**src/rtl/tl_byte_master.sv**
```systemverilog
// Byte-stream to TileLink-UL initiator: decodes framed read/write commands from a
// byte FIFO, issues one A request, and returns status/read data as framed bytes.
module tl_byte_master #(
    parameter int DATA_W    = 64,
    parameter int ADDR_W    = 64,
    parameter int SOURCE_ID = 0
) (
    input  logic              clk,
    input  logic              rst,
    input  logic              cmd_empty,
    input  logic [7:0]        cmd_dout,
    output logic              cmd_rd_en,
    input  logic              res_full,
    output logic              res_wr_en,
    output logic [7:0]        res_din,
    output logic              a_valid,
    input  logic              a_ready,
    output logic [2:0]        a_opcode,
    output logic [2:0]        a_param,
    output logic [2:0]        a_size,
    output logic [3:0]        a_source,
    output logic [ADDR_W-1:0] a_address,
    output logic [7:0]        a_mask,
    output logic [DATA_W-1:0] a_data,
    input  logic              d_valid,
    output logic              d_ready,
    input  logic [2:0]        d_opcode,
    input  logic              d_denied,
    input  logic [DATA_W-1:0] d_data,
    output logic              busy
);
    typedef enum logic [2:0] {IDLE, ADDR, WDATA, REQ, RESP, STATUS, RDATA} state_t;

    localparam logic [7:0] OP_READ  = 8'h01;
    localparam logic [7:0] OP_WRITE = 8'h02;

    state_t            state;
    logic [3:0]        cnt;
    logic [7:0]        op;
    logic [ADDR_W-1:0] addr;
    logic [DATA_W-1:0] wdata;
    logic [DATA_W-1:0] rdata;
    logic [2:0]        rsp_opcode;
    logic              rsp_denied;
    logic [7:0]        status;

    // Handshakes are gated by rst so no byte moves while reset is asserted.
    assign cmd_rd_en = !rst && !cmd_empty && (state inside {IDLE, ADDR, WDATA});
    assign res_wr_en = !rst && !res_full && (state inside {STATUS, RDATA});
    assign a_valid   = (state == REQ);
    assign d_ready   = (state == RESP);
    assign busy      = (state != IDLE);

    assign a_opcode  = (op == OP_WRITE) ? 3'd0 : 3'd4;
    assign a_param   = 3'd0;
    assign a_size    = 3'd3;
    assign a_source  = 4'(SOURCE_ID);
    assign a_address = addr;
    assign a_mask    = 8'hFF;
    assign a_data    = (op == OP_WRITE) ? wdata : '0;

    always_comb begin
        status = 8'h00;
        if (op != OP_READ && op != OP_WRITE)
            status = 8'hFF;
        else if (rsp_denied)
            status = 8'h01;
        else if (rsp_opcode != ((op == OP_READ) ? 3'd1 : 3'd0))
            status = 8'h02;
    end

    always_comb begin
        res_din = 8'h00;
        case (state)
            STATUS:  res_din = status;
            RDATA:   res_din = rdata[{cnt[2:0], 3'b000} +: 8];
            default: res_din = 8'h00;
        endcase
    end

    always_ff @(posedge clk or posedge rst) begin
        if (rst) begin
            state      <= IDLE;
            cnt        <= 4'd0;
            op         <= 8'h00;
            addr       <= '0;
            wdata      <= '0;
            rdata      <= '0;
            rsp_opcode <= 3'd0;
            rsp_denied <= 1'b0;
        end else begin
            case (state)
                IDLE: if (cmd_rd_en) begin
                    op    <= cmd_dout;
                    cnt   <= 4'd0;
                    state <= (cmd_dout == OP_READ || cmd_dout == OP_WRITE) ? ADDR : STATUS;
                end
                ADDR: if (cmd_rd_en) begin
                    // Bytes arrive LSB first, so shift in from the top.
                    addr <= {cmd_dout, addr[ADDR_W-1:8]};
                    cnt  <= cnt + 4'd1;
                    if (cnt == 4'd7) begin
                        cnt   <= 4'd0;
                        state <= (op == OP_WRITE) ? WDATA : REQ;
                    end
                end
                WDATA: if (cmd_rd_en) begin
                    wdata <= {cmd_dout, wdata[DATA_W-1:8]};
                    cnt   <= cnt + 4'd1;
                    if (cnt == 4'd7) begin
                        cnt   <= 4'd0;
                        state <= REQ;
                    end
                end
                REQ: if (a_ready) begin
                    cnt   <= 4'd0;
                    state <= RESP;
                end
                RESP: if (d_valid) begin
                    rsp_opcode <= d_opcode;
                    rsp_denied <= d_denied;
                    rdata      <= d_data;
                    cnt        <= 4'd0;
                    state      <= STATUS;
                end
                STATUS: if (res_wr_en) begin
                    cnt   <= 4'd0;
                    state <= (op == OP_READ) ? RDATA : IDLE;
                end
                RDATA: if (res_wr_en) begin
                    cnt <= cnt + 4'd1;
                    if (cnt == 4'd7) begin
                        cnt   <= 4'd0;
                        state <= IDLE;
                    end
                end
                default: state <= IDLE;
            endcase
        end
    end
endmodule

```
**config.mk**
```make
export PLATFORM = sky130hd
export DESIGN_NAME = tl_byte_master
export DESIGN_NICKNAME = d
export VERILOG_FILES = /design/src/rtl/tl_byte_master.sv
export SDC_FILE = /design/constraint.sdc
export NUM_CORES = 1
export LEC_CHECK = 0
export ABC_AREA = 1
export CORE_MARGIN = 10
export CORE_UTILIZATION = 25
export CTS_CLUSTER_DIAMETER = 80
export DETAILED_ROUTE_END_ITERATION = 10
export SYNTH_ARGS = -nofsm -noshare
export SYNTH_HDL_FRONTEND = slang
export SYNTH_SLANG_ARGS = --single-unit
```
**constraint.sdc**
```tcl
create_clock -name clk -period 6.7 [get_ports clk]
set_input_delay 0.67 -clock clk [delete_from_list [all_inputs] [get_ports clk]]
set_output_delay 0.67 -clock clk [all_outputs]
set_load 0.005 [all_outputs]
```
==> reports/results.env <==
OUTCOME='finished clean'
WORST-SETUP-PATH-TYPE='reg -> out'
POWER_DENSITY_nW_PER_UM2=409.0
SYNTH.FF_LATCH_COUNT=211
CLOCK_TREE.BUFFER_DEPTH=3
CRITPATHLAUNCHTYPE='register'
NUMCTSBUFFERS=27
POWER.IR.VDD_WORST_V=0.0001658
WORST_HOLD_PATH_DEPTH=2
WIRELENGTH_MM=27.24
GRT_OVERFLOW=0
CRIT_SLOWEST_CELL='sky130_fd_sc_hd__clkdlybuf4s50_1'
VIAS=7545
FINALSETUPVIOLCOUNT=0
CTS-HOLD-FIX-BUFFERS=0
TOP_LEVEL_PORTS=244
INITIAL_CELL_DENSITY_OF_THE_CORE_PCT=25.21
SYNTH_TOP_CELLS_BY_COUNT='sky130_fd_sc_hd__dfrtp_1, sky130_fd_sc_hd__nand2_1, sky130_fd_sc_hd__nor2_1'
TYPE_OF_THE_TIGHTEST_MIN_DELAY_CHECK='reg -> reg'
LEAKAGEPOWER_nW=5.985
CORE_AREA_UM2=38560
AREA_GROWTH_PCT=36.08
FMAXACHIEVABLE_MHz=264.9
MIN_PERIOD_NS=3.775
CRIT_PATH_CELL_TRACE='inv_1 -> nand2_1 -> nor2_1 -> and2b_1 -> inv_2 -> buf_4 -> nand3_1 -> nand3_1 -> clkdlybuf4s50_1'
ROUTE.ANTENNA.REMAINING_NETS=0
YS_WARN_COUNT=0
WORST_SLEW_MARGIN_RELATIVE_TO_ITS_LIMIT_PCT=27.06
WORST_R2R_ENDPOINT='rdata[4]'
WORST-ENDPOINT-REQUIRED_NS=6.03
SETUP.WORST_PATH.END_CLASS='primary output'
TOTAL_POWER_mW=5.409
CAP_VIOL_MAX_COUNT=0
FINALNONFILLERCELLS=1800
R2R_START='state[1]'
DRT_PRE_ANTENNA_ITERS=5
POST-SYNTH-TOP-AREA-FRACTION_PCT=54.33
WORST_SLEW_PIN_SLEW_NS=1.094
CTS_SINKS=211
MAX_STAGE_DELAY_NS=0.54
CLOCK_TREE.ROOT_CELL='sky130_fd_sc_hd__clkbuf_16'
FINALWEIGHTEDCONGESTION=0.8090
FLOORPLAN.ROWS=72
NNETSFINAL=1343
TRITONCTS='done'
TIMING.HOLD.WORST.START='op[5]'
FP.DIEW_UM=217.2
FIN_SKEW_NS=0.008149
VIAS_IN_THE_FIRST_GLOBAL_ROUTE=7624
REG2REG_SETUP_SLACK_NS=4.23
DRT-WIRELENGTH-PER-CELL_UM=15.13
CTS_MAX_LEVEL=1
SYNTHTOPCELLSBYAREA='sky130_fd_sc_hd__dfrtp_1, sky130_fd_sc_hd__mux2_4, sky130_fd_sc_hd__nand2_1, sky130_fd_sc_hd__o21ai_0, sky130_fd_sc_hd__nor2_1'
TIMING.HOLD.WORST_ENDPOINT='op[5]'
GRT_FIRST_PASS_WIRELENGTH_MM=43.13
POST_SYNTH_INST_COUNT=1060
TIMING.CRITICAL_PATH.ARRIVAL_NS=3.10
FLOORPLAN.DIE.HEIGHT_UM=217.2
GRT_SETUP_UNREPAIRED='no'
FINAL_UTIL_PCT=34.30
PIN_COUNT_OF_THE_BIGGEST_NET_ENTERING_GLOBAL_ROUTING=141
CTS.CLK_SLEW.WORST_PATHS_NS=0.06
WORSTREGTOREGCELLS=6
PLACE_AREA_UM2=12260
DP_HPWL_MM=19.94
GROUTE.USAGE.OVERALL_PCT=11.17
SYNTH.MOST_COMMON_CELL='sky130_fd_sc_hd__dfrtp_1'
FINAL_AREA_UM2=13230
GRT_ANTENNA_BEFORE_REPAIR=7
PORT_BUFFERS=223
CRITICAL-PATH-TOP-CELL-BY-COUNT='sky130_fd_sc_hd__nand3_1'
NETLIST.TOP_CELL.BY_AREA='sky130_fd_sc_hd__dfrtp_1'
DPL.CELL_COUNT=1749
POSTSYNTHAREAPERCELL_UM2=9.169
DRT_ITER0_DRC=537
DIE-AREA_UM2=47170
DRC=0
CTS_SETUP_BUFFERS=0
FINALHOLDVIOLATIONS=0
FIN_SETUP_TNS_NS=0
MOST_FREQUENTLY_USED_FLOP_MASTER_AFTER_SYNTHESIS='sky130_fd_sc_hd__dfrtp_1'
POST_SYNTH_INSTANCE_AREA_UM2=9719
YS_ASYNC_SR_FRACTION_PCT=100.0
TIMING_MAX_TRANSITION_VIOLATIONS_FINAL=0
SEQ_AREA_FRAC_SYNTH_PCT=54.33
CLOCK_INSERTION_DELAY_WORST_SKEW_NS=0.52
EDFF_COUNT_SYNTH=0
DRT-VIAS-PER-INSTANCE=4.192
TIMING.CRITICAL_PATH.FANOUT_MAX=66
MIN_PERIOD_OVER_PERIOD_PCT=56.34
DRIVE_ABOVE_1_SHARE_PCT=10.55
CTS-RESIZED-GATES=0
YOSYSUNIQUECELLTYPES=28
worst max-delay path by stage:
stage / slack, ns / from / cells after the start / end
after floorplan: 0.25 / rst / 1 / a_address[0]
after global placement: 3.18 / rst / 5 / cmd_rd_en
after detailed placement: 3.17 / rst / 5 / cmd_rd_en
after CTS: 2.86 / op[5] / 9 / res_din[0]
after global routing: 2.67 / op[4] / 9 / res_din[0]
final: 2.93 / op[4] / 9 / res_din[0]
sequential cells by signal, summed over array words and instances (netlist names):
name	flops
a_address	64
cnt	4
op	8
rdata	64
rsp_denied	1
rsp_opcode	3
state	3
wdata	64
where the power goes:
group          switching [mW]  leakage [nW]  total [mW]  internal, mW
Combinational           0.844          2.89        1.80         0.954
Clock                   0.571         0.468        1.54         0.971
Sequential              0.313          2.62        2.07          1.76
Total                    1.73          5.98        5.41          3.68
area by class of cell:
cell class,count,area [um2]
Inverter,143,544.3
Tap cell,518,648.1
Clock buffer,33,728.2
Fill cell,4039,25330
Multi-Input combinational cell,646,3497
Sequential cell,211,5280
Timing Repair Buffer,231,2292
Antenna cell,2,5.005
Clock inverter,16,231.5
worst max-delay path, delay by kind of cell, from the launching register on:
kind,cells,cell delay [ns]
simple gates,5,1.08
buf+inv,4,1.14
flops,1,0.35
cells in the final DEF, fill, tap and decap left out, types with 3 or more instances in the layout:
cell                              Yosys  routed
sky130_fd_sc_hd__inv_1              141     139
sky130_fd_sc_hd__mux2_4              48      48
sky130_fd_sc_hd__clkbuf_1            18       3
sky130_fd_sc_hd__clkbuf_8             0       3
sky130_fd_sc_hd__clkinv_2             0       4
sky130_fd_sc_hd__nand3b_1             5       5
sky130_fd_sc_hd__a21oi_1             41      41
sky130_fd_sc_hd__buf_4               22       8
sky130_fd_sc_hd__nand4_1              3       3
sky130_fd_sc_hd__o21ai_2              8       8
sky130_fd_sc_hd__conb_1               2      20
sky130_fd_sc_hd__nand3_1             40      40
sky130_fd_sc_hd__inv_6                0       3
sky130_fd_sc_hd__nor2_1             147     147
sky130_fd_sc_hd__o21ai_0            120     120
sky130_fd_sc_hd__bufinv_16            0       5
sky130_fd_sc_hd__nand2_1            172     172
sky130_fd_sc_hd__dfrtp_1            211     211
sky130_fd_sc_hd__clkdlybuf4s50_1      0     223
sky130_fd_sc_hd__mux2_2               8       8
sky130_fd_sc_hd__clkbuf_16            0      27
sky130_fd_sc_hd__o211ai_1            16      16
sky130_fd_sc_hd__a21oi_2             10      10
logic make-up after synthesis:
logic type | after synthesis | share of synthesized area [%]
AOI/OAI and AO/OA | 195 | 11.15
DFF | 211 | 54.33
muxes | 56 | 8.342
xor gates and xnor gates | 1 | 0.09013
buffers and inverters | 221 | 10.39
and+or+nand+nor | 373 | 15.50
other | 2 | 0.07727
adders and majority gates | 1 | 0.1287
through the flow:
stage               setup WS (ns)  hold slack [ns]
floorplan                  0.2452           0.4530
global placement            3.176           0.4646
detailed placement          3.170           0.4722
CTS                         2.856           0.4873
global route                2.670           0.5078
finish                      2.925           0.4808
routing by layer:
metal  track usage (%)  vias up  part of all wire [%]
li1                  -     3722                     -
met1             14.17     3528                    44
met2             17.82      243                    46
met3             4.161       42                   8.8
met4             2.284       10                   1.6
met5                 0        -                  0.25
(Power assumes the default switching activity.)
==> variant, RTL diff (same settings) <==
Compare `cnt` against `4'd7` with >= in place of ==.
--- a/src/rtl/tl_byte_master.sv
+++ b/src/rtl/tl_byte_master.sv
@@ -109,3 +109,3 @@
                     cnt   <= cnt + 4'd1;
-                    if (cnt == 4'd7) begin
+                    if (cnt >= 4'd7) begin
                         cnt   <= 4'd0;
Check against the original RTL: same outputs for any inputs over 4 cycles, from zero or initial values and one cycle with rst high; that may be too few to reach the edited logic, so the function may still have changed.
==> variant against the unedited design <==
Count of clock-buffer cells in the layout increased by 5. Wire length increased by 0.23%. Worst hold slack improved by 0.0030 ns. Worst setup slack got worse by 0.31 ns. Synthesized area decreased by 2.0%. Sequential cell count unchanged. Total power decreased by 3.4%. Synthesized cell count increased by 0.85%. Non-clock buffer count decreased by 1. Via count increased by 0.19%. Cell area decreased by 2.3%. Critical path type unchanged.
==> variant: results (changes against the unedited design) <==
GRT Util Overall = 11.35% (+0.18 points)
count of input and output buffers = 223 (unchanged)
HPWL Detailed = 20,320 um (+1.9%)
Clock Skew = 0.01165 ns (+0.003506 ns)
Hold Fails Final Rpt = 0 (unchanged)
initial antenna violation count = 2 (-5)
Iter 0 DRT Violations = 550 (+2.4%)
share of layout cells above drive strength 1 = 8.275% (-2.3 points)
CTS resizes = 0 (unchanged)
vias in the first global route = 7,676 (+0.68%)
P_int = 0.003492 W (-5.1%)
first-pass GRT wire length = 43,250 um (+0.27%)
DRT Pass-1 Iters = 5 (unchanged)
Synth cell types = 31 (+11%)
CTS clock-pin slew for the worst setup and hold paths = 0.06 ns (about the same)
R2R Setup Slk = 4.13 ns (-0.10 ns)
CTS buffer count = 25 (-7.4%)
largest cells by area after synthesis = dfrtp_1, nand2_1, o21ai_0, nor2_1, inv_1
largest net degree at the start of global routing = 129 (-8.5%)
H-tree levels = 1 (unchanged)
Clk Tree Root Cell = clkbuf_16
reg2reg start = state[2]
routed wire length per instance = 15.22 um (+0.62%)
Post-synth top cells = dfrtp_1, nand2_1, nor2_1
outcome = finished clean
reg2reg end = a_address[51]
Crit Path Max Fanout = 66 (unchanged)
Max-slew headroom = 19.16% (-7.9 points)
Seq/Total Area, Yosys = 55.41% (+1.1 points)
Synth Warn # = 0 (unchanged)
Static Leak = 5.744 nW (-4.0%)
vias per cell = 4.216 (+0.58%)
GPL Wtd Cong = 0.8163 (+0.90%)
worst reg-to-reg path cell count = 4 (-2)
HP Start = wdata[61]
Final nets = 1,346 (+0.22%)
IR Drop Worst-Case VDD = 0.1906 mV (+15%)
final slew viol count = 0 (unchanged)
Min-Delay Path Class = reg2reg
# rows = 71 (-1.4%)
WHS Endpoint = wdata[61]
variant: power by group through the flow:
stage / Clock [W] / Sequential [W] / Combinational (W)
2_1_floorplan: 0 / 0.00200 / 0.00107
5_1_grt: 0.00144 / 0.00215 / 0.00202
3_3_place_gp: 0 / 0.00209 / 0.00177
4_1_cts: 0.00140 / 0.00209 / 0.00182
6_report: 0.00136 / 0.00208 / 0.00179
3_5_place_dp: 0 / 0.00211 / 0.00181
variant: worst max-delay path by stage:
stage | startpoint | to | slack (ns)
finish | op[6] | res_din[1] | 2.62
global route | op[6] | res_din[1] | 2.32
CTS | op[6] | res_din[1] | 2.57
detailed placement | op[7] | res_din[1] | 3.15
global placement | op[7] | res_din[0] | 3.19
floorplan | rst | cmd_rd_en | 0.16
variant: worst max-delay path: stages (launching register included):
cell and delay (ns):
dfrtp_1 0.35, nor2_1 0.05, and2_1 0.20, nand2_2 0.86, nand3_1 0.62, nand3_1 0.28
clkdlybuf4s50_1 0.54
variant: through the flow:
| stage | hold slack, ns | setup WS (ns) | cell area (um^2) | std cells |
|---|---|---|---|---|
| finish | 0.4837 | 2.619 | 12920 | 1793 |
| detailed placement | 0.4731 | 3.149 | 12090 | 1747 |
| global route | 0.5025 | 2.321 | 12920 | 1792 |
| global placement | 0.4654 | 3.194 | 12090 | 1747 |
| CTS | 0.4876 | 2.571 | 12920 | 1792 |
| floorplan | 0.4530 | 0.1644 | 9597 | 1087 |
variant: cells by family (layout without fill, tap and decap cells):
logic type      after synthesis  count (layout)  share of synthesized area [%]
compound gates              209             209                          11.62
xor+xnor                      2               2                         0.1839
fa+ha+maj                     1               1                         0.1313
buf+inv                     224             418                          10.37
flops                       211             211                          55.41
mux                          51              51                          6.815
other cells                   2              21                        0.07881
simple gates                369             369                          15.39
variant: metal layers:
| metal | vias to the layer above | part of all wire [%] | global-route usage (%) |
|---|---|---|---|
| met2 | 254 | 43 | 17.22 |
| met1 | 3517 | 47 | 15.37 |
| met5 | - | 0.048 | 0 |
| met3 | 34 | 8.5 | 3.778 |
| li1 | 3752 | - | - |
| met4 | 2 | 1.9 | 2.394 |
variant: area by class of cell:
cell class | instances | area (um^2)
inverters | 143 | 544.3
diodes | 1 | 2.502
repair buffers | 230 | 2285
flip-flops and latches | 211 | 5280
clock inverters | 7 | 93.84
multi-input cells | 652 | 3343
clock buffers | 38 | 734.5
well taps | 511 | 639.4
fillers | 3922 | 24740
